## config.mk

```make
export PLATFORM = sky130hd
export DESIGN_NAME = async_fifo_reader
export DESIGN_NICKNAME = d
export VERILOG_FILES = /design/src/rtl/async_fifo_reader.sv
export SDC_FILE = /design/constraint.sdc
export NUM_CORES = 1
export LEC_CHECK = 0
export BUFFER_PORTS_ARGS = -buffer_cell sky130_fd_sc_hd__buf_2
export CAP_MARGIN = 25
export CORE_MARGIN = 5
export CORE_UTILIZATION = 34
export DETAILED_ROUTE_END_ITERATION = 10
export GPL_ROUTABILITY_DRIVEN = 0
export HOLD_SLACK_MARGIN = 0.06
export PLACE_DENSITY = 0.6
export SLEW_MARGIN = 20
export SYNTH_ARGS = -nofsm -noshare
export SYNTH_HDL_FRONTEND = slang
export SYNTH_SLANG_ARGS = --single-unit
```

## constraint.sdc

```tcl
create_clock -name r_clk -period 5.4 [get_ports r_clk]
set_clock_uncertainty 0.15 [all_clocks]
set_input_delay 0.27 -clock r_clk [delete_from_list [all_inputs] [get_ports r_clk]]
set_output_delay 0.27 -clock r_clk [all_outputs]
set_load 0.005 [all_outputs]
```

## src/rtl/async_fifo_reader.sv

```systemverilog
`default_nettype none
// ============================================================================
// Module   : async_fifo_reader
// Purpose  : Read-side drain engine for the asynchronous FIFO. Lives entirely
//            in the read clock domain. It pops the FIFO against `empty`,
//            absorbs the one-cycle FIFO read latency in a 2-entry skid
//            buffer, and presents the words as a valid/ready stream framed
//            into fixed-length packets with `out_last`.
// Ports    : r_clk     - read-domain clock (rising edge)
//            r_rst     - asynchronous active-low reset
//            enable    - allows new pops to be issued
//            empty     - FIFO empty flag (r_clk domain)
//            rd_data   - FIFO read data, valid one cycle after a pop
//            rd        - FIFO pop request
//            out_data  - head-of-stream word
//            out_valid - out_data is valid
//            out_ready - downstream accepts the head word
//            out_last  - head word is the last word of its packet
// Revision : 1.0 - initial release
// ============================================================================
module async_fifo_reader #(
  parameter int width   = 8,
  parameter int pkt_len = 4
) (
  input  logic             r_clk,
  input  logic             r_rst,
  input  logic             enable,
  input  logic             empty,
  input  logic [width-1:0] rd_data,
  output logic             rd,
  output logic [width-1:0] out_data,
  output logic             out_valid,
  input  logic             out_ready,
  output logic             out_last
);

  localparam int                 BEAT_W    = (pkt_len > 1) ? $clog2(pkt_len) : 1;
  localparam logic [BEAT_W-1:0]  LAST_BEAT = BEAT_W'(pkt_len - 1);

  logic              infl_q, infl_d;
  logic [1:0]        occ_q,  occ_d;
  logic [BEAT_W-1:0] beat_q, beat_d;
  logic [width-1:0]  head_q, head_d;
  logic [width-1:0]  tail_q, tail_d;

  logic              w_pop_out;
  logic [2:0]        w_level;

  always_comb begin
    w_pop_out = (occ_q != 2'd0) && out_ready;
    // Words owned by this block after this edge: buffered plus in flight,
    // minus the one leaving. Never exceeds 2 because rd is gated on it.
    w_level   = {1'b0, occ_q} + {2'b00, infl_q} - {2'b00, w_pop_out};

    // The reset term keeps the pop request quiet while the block is held
    // in reset, even though all other inputs may be active.
    rd        = r_rst && enable && !empty && (w_level < 3'd2);

    infl_d    = rd;
    occ_d     = w_level[1:0];

    head_d    = head_q;
    tail_d    = tail_q;
    if (w_pop_out) begin
      head_d = tail_q;
    end
    // The arriving word lands in the head slot whenever the head will be
    // vacant after this edge; otherwise it queues behind in the tail.
    if (infl_q) begin
      if ((occ_q == 2'd0) || (w_pop_out && (occ_q == 2'd1))) begin
        head_d = rd_data;
      end else begin
        tail_d = rd_data;
      end
    end

    beat_d = beat_q;
    if (w_pop_out) begin
      if (beat_q == LAST_BEAT) begin
        beat_d = '0;
      end else begin
        beat_d = beat_q + 1'b1;
      end
    end
  end

  always_ff @(posedge r_clk or negedge r_rst) begin
    if (!r_rst) begin
      infl_q <= 1'b0;
      occ_q  <= 2'd0;
      beat_q <= '0;
      head_q <= '0;
      tail_q <= '0;
    end else begin
      infl_q <= infl_d;
      occ_q  <= occ_d;
      beat_q <= beat_d;
      head_q <= head_d;
      tail_q <= tail_d;
    end
  end

  assign out_valid = (occ_q != 2'd0);
  assign out_data  = head_q;
  assign out_last  = out_valid && (beat_q == LAST_BEAT);

endmodule
`default_nettype wire

```

# == Yosys cells after proc, flatten, opt, wreduce, memory -nomap -nowiden ==
# Index checks and enable logic that the tools add are counted.
# op_classes
add_sub_neg,3
multipliers,0
n_div,0
order_cmp,1
eq_ne,2
shifts,0
n_mux,4
bitwise,1
n_reduce_logical,11
# op_table
operator,n
$mux 8,3
$logic_and 1x1->1,6
$add 2x1->3,1
$lt 3x2->1 const B,1
$sub 3x1->3,1
$add 2x1->2 const B,1
$eq 2x1->1 const B,1
$eq 2x2->1 const B,1
$logic_not 2->1,1
$mux 2,1
$reduce_and 2->1,1
$reduce_bool 2->1,1
$logic_not 1->1,1
$logic_or 1x1->1,1
$not 1->1,1
# totals
ff_bits,21
latch_bits,0
mem_bits_rw,0
romBits,0
input_bits,13
out_inout_bits,11
wordCells,27
memories,0

# == Logic depth before layout (Yosys ltp) ==
# depth
word_depth,6
ltp_mapped,8
ltp_nobuf,7

# == Worst setup path after synthesis ==
# No wires, ideal clock.
# synth_path
kind,reg-to-output
startpoint,register occ_q[1]
endpoint,output rd
arrival_ns,1.944
required_ns,4.980
path_slack_ns,3.036
stages_incl_launch_ff,8
path_buffers,1
cell_sequence,dfrtp_1 -> o21ai_2 -> buf_6 -> or2_2 -> nand2_1 -> ha_1 -> fa_1 -> nor4_1
# synth_between
elab_chain_len,5
word_cells_on_any_way,6
# synth_rtl
item,line,text
from (decl),41,"logic [1:0] occ_q, occ_d;"
from (signal assigned),90,occ_q <= 2'd0;
from (signal assigned),96,occ_q <= occ_d;
branches (longest 2 deep; another with $add 2x1->3),n/a,
$sub 3x1->3 *,53,"w_level = {1'b0, occ_q} + {2'b00, infl_q} - {2'b00, w_pop_out};"
via w_level[1],47,logic [2:0] w_level;
$lt 3x2->1 *,57,rd = r_rst && enable && !empty && (w_level < 3'd2);
$logic_and 1x1->1 *,57,
to (decl),30,"output logic rd,"
# Mark *: on every way through the listed nets, which the timed path passes.

# == Worst setup path in the final report ==
# Ends and elaborated chain as after synthesis.

==> flow_metrics.py <==
metrics = {
    "timing": {
        "min_period_over_period_pct": 59.5,
        "worst_slew_pin_slew_ps": 678,
        "hold_violations": 0,
        "period_needed_ps": 3210,
        "finalMaxSlewViolations": 0,
        "rsz0062_at_grt": "no",
        "tns_ps": 0,
        "worst_slack_ps": 2190,
        "setup_viol": 0,
        "slew_headroom_pct": 54.8,
        "max_freq_mhz": 311,
    },
    "floorplanning": {
        "die_area_um2": 4060,
        "core-area_um2": 2760,
        "num_rows": 19,
        "initial_core_util_pct": 35.5,
        "die_y_um": 63.7,
        "ios": 24,
        "die_x_um": 63.7,
    },
    "pwr": {
        "power_density_nw_per_um2": 477,
        "irDropWorstVdd_mv": 0.287,
        "pwr-share-seq_pct": 45.4,
        "clockPowerShare_pct": 12.5,
        "power_switching_mw": 0.172,
        "p_sw_share_pct": 29.4,
        "p_comb_share_pct": 42.0,
        "internal_power_mw": 0.412,
        "p_leak_nw": 0.623,
    },
    "yosys": {
        "synth-edff-count": 0,
        "synth_flop_cell": "dfrtp_1",
        "avgSynthCellArea_um2": 15.1,
        "synthCells": 65,
        "synth.most_common_cell": "dfrtp_1",
        "synth.net_count": 81,
        "ys_seq_area_share_pct": 53.6,
        "ys_warn_count": 0,
        "synth.distinct_cells": 19,
        "yosys.area.top_type": "dfrtp_1",
        "async_flop_share_pct": 100,
        "synth.area.top_cells": "dfrtp_1 54%, mux2_2 22%, mux2_4 9.2%, ha_1 2.6%, fa_1 2.0%",
        "synth_area_um2": 980,
        "yosysTopAreaCellShare_pct": 53.6,
        "synth_commonest_cells": "21 x dfrtp_1, 19 x mux2_2, 6 x mux2_4",
        "ys_ff_latch": 21,
    },
    "clocking": {
        "root_buffer": "clkbuf_4",
        "cts_tree": "built",
        "clock_sinks": 21,
        "ctsHtreeMaxLevel": 1,
        "cts.path.max_buffers": 2,
        "clock_latency_ps": 300,
        "cts_buffers": 3,
        "clk_pin_slew_worst_paths_ps": 110,
        "cts-resized-gates": 0,
    },
    "place": {
        "place_inst": 117,
        "place_worst_setup_slack_ps": 2450,
        "port_buffers": 23,
        "dpl.hpwl_um": 1290,
    },
    "global_route": {
        "grt_pass1_wl_um": 3040,
        "antenna_found_initial": 0,
        "grt_usage_pct": 9.56,
        "overflow": 0,
        "grt_pass1_vias": 696,
        "grt_max_degree": 23,
    },
    "drt": {
        "viasPerCell": 4.81,
        "ant_nets": 0,
        "avgRoutedWirePerCell_um": 13.6,
        "drcViolationCount": 0,
        "firstDrtPassIters": 2,
        "vias": 620,
        "drtIter0Drc": 3,
        "routed_wl_um": 1750,
    },
    "final_layout": {
        "nNetsFinal": 115,
        "drive_above_1_share_pct": 57.1,
        "fillCellCount": 264,
        "antenna-diode-count": 0,
        "area_delta_synth_final_pct": 24.9,
        "final_cells": 129,
    },
    "critical_path": {
        "critical_path_arrival_ps": 2790,
        "crit_buf_inv": 1,
        "end_kind": "output pin",
        "start_kind": "register",
        "required_ps": 4980,
        "cpMaxStageDelayCell": "o21ai_2",
        "r2r-end": "infl_q",
        "worstPathCellList": "o21ai_2 > or2_2 > nand2_1 > ha_1 > fa_1 > nor4_1 > buf_2",
        "path_class": "reg -> out",
        "cp_top_family": "adder cells",
        "rr_worst_depth": 7,
        "max_stage_delay_ps": 580,
        "r2r_setup_slack_ps": 2270,
        "r2r-start": "occ_q[1]",
        "crit_path_max_fanout": 12,
    },
    "min_path": {
        "whs_endpoint": "tail_q[0]",
        "hp-class": "in -> reg",
        "min_from": "rd_data[0]",
        "whs_path_depth": 2,
    },
    "status": {
        "status": "completed",
    },
    "job": {
        "maxCapViolCount": 0,
    },
}
## flip-flops by register name, indices dropped and copies added (netlist names)
signal,cells
occ_q,2
infl_q,1
beat_q,2
tail_q,8
out_data,8
## layout by cell type, fill, tap and decap left out
| master | Yosys | layout |
|---|---|---|
| nand2b_1 | 1 | 1 |
| mux2_2 | 19 | 19 |
| a21bo_2 | 1 | 1 |
| nand2_1 | 2 | 2 |
| dfrtp_1 | 21 | 21 |
| clkbuf_1 | 0 | 1 |
| clkbuf_4 | 0 | 3 |
| and2_1 | 1 | 1 |
| dlygate4sd3_1 | 0 | 8 |
| fa_1 | 1 | 1 |
| a21o_2 | 1 | 1 |
| nor3_1 | 1 | 1 |
| nor4_1 | 1 | 1 |
| nand3_1 | 1 | 1 |
| inv_1 | 1 | 1 |
| buf_2 | 1 | 23 |
| mux2_4 | 6 | 6 |
| or2_2 | 2 | 2 |
| o21ai_2 | 1 | 1 |
| ha_1 | 2 | 2 |
| xnor2_1 | 1 | 1 |
## cells by family after synthesis
| kind of cell | count (synthesis) | synth area share (%) |
|---|---|---|
| AOI/OAI and AO/OA | 3 | 2.81 |
| buffers and inverters | 3 | 2.04 |
| DFF | 21 | 53.6 |
| xor gates and xnor gates | 1 | 0.894 |
| adders and majority gates | 3 | 4.60 |
| and+or+nand+nor | 9 | 4.98 |
| muxes | 25 | 31.0 |
## power groups by stage
stage	clock network (mW)	logic, mW	registers, mW
after global routing	0.0806	0.274	0.275
after detailed placement	0	0.245	0.271
final	0.0733	0.246	0.265
after floorplan	0	0.179	0.264
after global placement	0	0.236	0.266
after CTS	0.0766	0.252	0.267
## worst max path at each step
stage,start,end,slack (ps),depth (start not counted)
2_1_floorplan,occ_q[1],rd,3040,7
3_3_place_gp,occ_q[1],rd,2540,7
3_5_place_dp,occ_q[1],rd,2450,7
4_1_cts,occ_q[1],rd,2130,7
5_1_grt,occ_q[1],rd,1980,7
6_report,occ_q[1],rd,2190,7
## stage by stage
| stage | util (%) | area (µm²) | hold WS [ps] | total power [mW] |
|---|---|---|---|---|
| finish | 44.4 | 1220 | 72.7 | 0.584 |
| global placement | 40.5 | 1120 | 102 | 0.502 |
| CTS | 44.4 | 1220 | 63.4 | 0.596 |
| global route | 44.4 | 1220 | 67.3 | 0.629 |
| floorplan | - | 980 | -176 | 0.444 |
| detailed placement | 40.5 | 1120 | 108 | 0.516 |
## cell type report
| cell class | count | area (µm²) | area share [%] |
|---|---|---|---|
| flip-flops and latches | 21 | 526 | 42.9 |
| repair buffers | 31 | 195 | 16.0 |
| clock buffers | 4 | 26.3 | 2.15 |
| multi-input cells | 41 | 434 | 35.5 |
| well taps | 31 | 38.8 | 3.17 |
| inverters | 1 | 3.75 | 0.307 |
## layer usage
metal,vias to the layer above,GRT usage [%],share of wire (%)
met5,-,0,0
met4,0,4.68,0.51
met3,2,2.49,6.7
met2,17,16.8,52
met1,307,10.6,41
li1,294,-,-
## what timing repair did
item                       4_1_cts  5_1_grt
buffers inserted                 0        0
setup endpoints to repair        0        0
hold endpoints to repair        31        0
hold buffers                     8        0
No activity file was read; power rests on OpenSTA's default activity.
